**src/rtl/cmp3_golden.sv**
```systemverilog
// Reference 3-bit magnitude comparator; its outputs are always one-hot.
module cmp3_golden (
    input  logic [2:0] a_i,
    input  logic [2:0] b_i,
    output logic       exp_gt_o,
    output logic       exp_eq_o,
    output logic       exp_lt_o
);
    assign exp_gt_o = (a_i >  b_i);
    assign exp_eq_o = (a_i == b_i);
    assign exp_lt_o = (a_i <  b_i);
endmodule

```
**config.mk**
```make
export PLATFORM = sky130hd
export DESIGN_NAME = cmp3_golden
export DESIGN_NICKNAME = d
export VERILOG_FILES = /design/src/rtl/cmp3_golden.sv
export SDC_FILE = /design/constraint.sdc
export NUM_CORES = 1
export LEC_CHECK = 0
export CAP_MARGIN = 20
export CORE_AREA = 2 2 39 41
export DETAILED_ROUTE_END_ITERATION = 8
export DIE_AREA = 0 0 41 43
export PLACE_DENSITY_LB_ADDON = 0.05
export SETUP_SLACK_MARGIN = 0.05
export SYNTH_ARGS = -nofsm -noshare
export SYNTH_HDL_FRONTEND = slang
export SYNTH_SLANG_ARGS = --single-unit
```
**constraint.sdc**
```tcl
create_clock -name vclk -period 0.8
set_input_delay 0.08 -clock vclk [all_inputs]
set_output_delay 0.08 -clock vclk [all_outputs]
set_load 0.02 [all_outputs]
```
==> results.json, run 1 <==
{
  "post-route-util_pct": 18.7,
  "vias_per_cell": 3.06,
  "synth_cells": 11,
  "fin_cells": 36,
  "seq_area_um2": 0,
  "power.leakage_nw": 0.104,
  "power_density_nw_per_um2": 757,
  "tightestPinTransition_ns": 0.171,
  "routed_wl_um": 279,
  "n_antenna_cell": 0,
  "grt_pass1_wl_um": 489,
  "cp_data_arrival_time_ns": 0.93,
  "clock.fmax_mhz": 993,
  "fin_ws_ns": -0.207,
  "grt_pass1_vias": 117,
  "finalMaxSlewViolations": 0,
  "drt_pass1_iterations": 2,
  "io_buffers": 9,
  "critical_path_class": "input port to output port",
  "rows": 14,
  "relSlewSlack_pct": 88.6,
  "grt_max_degree": 4,
  "track_usage_pct": 3.70,
  "drive_gt1_share_pct": 95.0,
  "worstPathMaxFanout": 3,
  "grt_remaining_overflow": 0,
  "final_hold_viol_count": 0,
  "fin_area_um2": 259,
  "post-route-period-util_pct": 126,
  "ios": 9,
  "yosysTopAreaCell": "ha_1",
  "fin_nets": 31,
  "seq_cell_count": 0,
  "placed_cell_area_um2": 256,
  "syn_area_um2": 83.8,
  "power_uw": 196,
  "syn_area_per_cell_um2": 7.62,
  "violations": "setup timing",
  "ys_warn_count": 0,
  "min_period_ns": 1.01,
  "cp-startpoint": "b_i[2]",
  "dp_cells": 36,
  "drt_iter0_markers": 2,
  "synth_area_leaders": "ha_1 (45%), and3_4 (13%), inv_1 (13%), a21oi_1 (12%), nand3b_1 (9.0%)",
  "ys_types": 6,
  "cp-start-kind": "input port",
  "die_w_um": 41,
  "cts_hold_buf": 0,
  "ys_top_cells_by_count": "ha_1 (3), inv_1 (3), a21oi_1 (2)",
  "critPathRequiredTime_ns": 0.72,
  "drc": 0,
  "cp-endpoint": "exp_lt_o",
  "synth_top_area_share_pct": 44.8,
  "place_congestion": 0.472,
  "die_h_um": 43,
  "antenna_found_initial": 0,
  "hold_ws_ns": 0.659,
  "areaGrowthSynthToFinish_pct": 209,
  "syn_nets": 20,
  "clock_buffers": 0,
  "start_util_pct": 6.06,
  "setup_viol": 3,
  "core-area_um2": 1380,
  "hp-class": "input port to output port",
  "die_area_um2": 1760,
  "worst_setup_path_end_kind": "output port",
  "ys_seq_area_share_pct": 0,
  "rsz0062_at_grt": "yes",
  "post_drt_wl_per_cell_um": 7.75,
  "drv_cap": 0,
  "status": "finished, violations left",
  "via_count": 110,
  "ir_drop_uv": 217,
  "drtAntennaViolNets": 0,
  "min_from": "a_i[2]"
}
## critical path, cell delays in order
cell	delay, ns
buf_8	0.09
inv_12	0.03
ha_4	0.28
nand3b_1	0.15
and2_4	0.18
buf_6	0.12
## how the worst min path moves through the flow
stage,endpoint,slack [ns],depth (start not counted)
finish,exp_gt_o,0.66,5
global route,exp_gt_o,0.68,5
CTS,exp_gt_o,0.70,5
detailed placement,exp_gt_o,1.47,6
global placement,exp_gt_o,1.46,6
floorplan,exp_lt_o,0.45,3
## placed cells by master (no fill, tap or decap)
master	synthesis	final
a21oi_4	0	2
and2_4	0	1
and3_4	1	1
buf_2	0	4
buf_6	0	4
buf_8	0	1
ha_4	0	3
inv_12	0	1
inv_2	0	2
nand3b_1	1	1
## power by group
part	switching [mW]	internal (mW)
Combinational	0.0868	0.109
Sequential	0	0
Clock	0	0
## per-layer routing
layer	up-vias	wire, um	track usage, %
li1	55	-	-
met1	50	130	5.06
met2	5	134	6.56
met3	0	14	0
met4	0	0	0
met5	-	0	0
## layout make-up
class                           instances  area, um2
Tap cell                               16       20.0
Fill cell                             150       1120
Multi-Input combinational cell          8        135
Inverter                                3       23.8
Timing Repair Buffer                    9       80.1
## metrics by stage
step / worst slack [ns] / TNS (ns)
after global routing: -0.234 / -0.553
after detailed placement: -1.25 / -3.56
final: -0.207 / -0.480
after floorplan: -0.00652 / -0.00652
after global placement: -1.23 / -3.54
after CTS: -0.208 / -0.486
## repair_timing
action	4_1_cts	5_1_grt
pin swaps	5	1
setup endpoints to repair	3	3
setup buffers	0	0
gates resized for setup	48	1
gates cloned	0	0
## kinds of logic after synthesis
kind of cell | after synthesis | share of synthesized area [%]
AOI/OAI and AO/OA | 2 | 11.9
and+or+nand+nor | 3 | 29.9
adders and majority gates | 3 | 44.8
buffers and inverters | 3 | 13.4
Power figures use the tool's default switching activity.
==> run 2: changes to the inputs <==
--- a/config.mk
+++ b/config.mk
@@ -5,11 +5,13 @@
 export SDC_FILE = /design/constraint.sdc
 export NUM_CORES = 1
 export LEC_CHECK = 0
+export ABC_AREA = 1
+export ABC_CLOCK_PERIOD_IN_PS = 800
 export CAP_MARGIN = 20
 export CORE_AREA = 2 2 39 41
 export DETAILED_ROUTE_END_ITERATION = 8
 export DIE_AREA = 0 0 41 43
-export PLACE_DENSITY_LB_ADDON = 0.05
+export PLACE_DENSITY = 0.3
 export SETUP_SLACK_MARGIN = 0.05
 export SYNTH_ARGS = -nofsm -noshare
 export SYNTH_HDL_FRONTEND = slang
==> run 2 against run 1 <==
Effect of this change:
- non-clock buffer count unchanged
- the flow still finishes with violations (setup timing)
- cell count up 11%
- worst hold slack worse by 0.0092 ns
- combinational power up 3%
- routed wire length up 7.2%
- via count up 8.2%
- largest power group unchanged
- critical path depth up 2
==> results.json, run 2 <==
{
  "synth_xor_area_share_pct": 0,
  "hpwlAfterDp_um": 269,
  "seqPwrFrac_pct": 0,
  "setup_viol": 3,
  "clkPwrFrac_pct": 0,
  "die_w_um": 41,
  "tightestPinTransition_ns": 0.120,
  "violations": "setup timing",
  "power.internal_uw": 99.2,
  "syn_area_per_cell_um2": 6.34,
  "via_count": 119,
  "synth-compound-area-share_pct": 0,
  "synth_area_leaders": "ha_1 (39%), nor2_2 (26%), inv_1 (20%), nand2_1 (7.9%), nand2_2 (6.6%)",
  "synth_cells": 15,
  "drt_pass1_iterations": 1,
  "final_hold_viol_count": 0,
  "drv_cap": 0,
  "drt_iter0_markers": 0,
  "ys_top_cells_by_count": "inv_1 (5), nor2_2 (4), ha_1 (3), nand2_1 (2), nand2_2 (1)",
  "drc": 0,
  "min_from": "a_i[2]",
  "seq_area_um2": 0,
  "syn_nets": 24,
  "critical_path_class": "input port to output port",
  "syn_area_um2": 95.1,
  "postCtsSetupRepairBufs": 0,
  "synth_adder_area_share_pct": 39.5,
  "status": "finished, violations left",
  "rsz0062_at_grt": "yes",
  "place_congestion": 0.568,
  "post_drt_wl_per_cell_um": 7.48,
  "die_area_um2": 1760,
  "cp-startpoint": "b_i[2]",
  "ys_warn_count": 0,
  "hold_ws_ns": 0.650,
  "grt_pass1_wl_um": 407,
  "drtAntennaViolNets": 0,
  "seq_cell_count": 0,
  "min_period_ns": 0.951,
  "ir_drop_uv": 279,
  "critPathRequiredTime_ns": 0.72,
  "p_sw_share_pct": 50.6,
  "track_usage_pct": 3.00,
  "areaGrowthSynthToFinish_pct": 183,
  "start_util_pct": 6.87,
  "synth_top_area_share_pct": 39.5,
  "ios": 9,
  "relSlewSlack_pct": 92.0,
  "fin_nets": 35,
  "final_common_cell": "nor2_4",
  "ys_types": 5,
  "power_density_nw_per_um2": 746,
  "worst_setup_path_end_kind": "output port",
  "ys_seq_area_share_pct": 0,
  "die_h_um": 43,
  "hp-class": "input port to output port",
  "dp_slack_ns": -1.21,
  "muxShareOfSynthArea_pct": 0,
  "rows": 14,
  "drive_gt1_share_pct": 87.5,
  "vias_per_cell": 2.98,
  "cp-start-kind": "input port",
  "yosysTopAreaCell": "ha_1",
  "clock.fmax_mhz": 1050,
  "synth_top_family_by_area": "simple AND/OR/NAND/NOR gates",
  "combPwrFrac_pct": 100.0,
  "fin_ws_ns": -0.151,
  "layout_common_cells": "nor2_4 (4), buf_6 (3)",
  "clock_buffers": 0,
  "io_buffers": 9,
  "synthSimpleGateAreaFrac_pct": 40.8,
  "core-area_um2": 1380,
  "finalMaxSlewViolations": 0,
  "power.leakage_nw": 0.123,
  "post-route-util_pct": 19.4,
  "routed_wl_um": 299,
  "grt_max_degree": 3,
  "yosysMostFrequentCell": "inv_1",
  "worstPathMaxFanout": 2,
  "grt_pass1_vias": 122,
  "antenna_found_initial": 0,
  "cp_data_arrival_time_ns": 0.87,
  "p_sw_uw": 102,
  "grt_remaining_overflow": 0,
  "n_antenna_cell": 0,
  "post-route-period-util_pct": 119
}
## run 2: power by group through the flow
stage	clock network (mW)	registers, mW	logic (mW)
6_report	0	0	0.201
5_1_grt	0	0	0.212
4_1_cts	0	0	0.205
3_5_place_dp	0	0	0.202
3_3_place_gp	0	0	0.202
2_1_floorplan	0	0	0.120
## run 2: final timing paths
check | endpoint | depth (start not counted)
worst max-delay path | exp_gt_o | 8
worst min-delay path | exp_lt_o | 6
## run 2: what timing repair did
| action | 4_1_cts | 5_1_grt |
|---|---|---|
| hold buffers | 0 | 0 |
| setup endpoints to repair | 3 | 3 |
| pin swaps | 9 | 2 |
| endpoints found under the hold margin | 0 | 0 |
| gates resized for setup | 44 | 3 |
| gates cloned | 0 | 0 |
## run 2: final cells by class
type | count | area, um2
Fill cell | 152 | 1110
Multi-Input combinational cell | 10 | 131
Timing Repair Buffer | 9 | 78.8
Inverter | 5 | 38.8
Tap cell | 16 | 20.0
## run 2: cell families after synthesis
logic type | count (synthesis)
adders and majority gates | 3
buffers and inverters | 5
and+or+nand+nor | 7
## run 2: per-layer routing
| layer | routed length, um | vias to the layer above | GRT usage (%) |
|---|---|---|---|
| met5 | 0 | - | 0 |
| met1 | 115 | 49 | 4.11 |
| met2 | 138 | 9 | 5.31 |
| met3 | 44 | 0 | 0 |
| met4 | 0 | 0 | 0 |
| li1 | - | 61 | - |
## run 2: metrics by stage
stage | TNS [ns] | power (mW) | cells | instance area [um2]
global placement | -3.45 | 0.202 | 40 | 275
global route | -0.437 | 0.212 | 40 | 269
floorplan | -0.0324 | 0.120 | 15 | 165
detailed placement | -3.45 | 0.202 | 40 | 275
finish | -0.351 | 0.201 | 40 | 269
CTS | -0.428 | 0.205 | 40 | 275
## run 2: critical path, cell delays in order
cell and delay (ns):
buf_8 0.09, inv_12 0.03, ha_4 0.27, nand2_4 0.07, nor2_4 0.10, nor2_4 0.05
nor2_4 0.07, buf_6 0.12
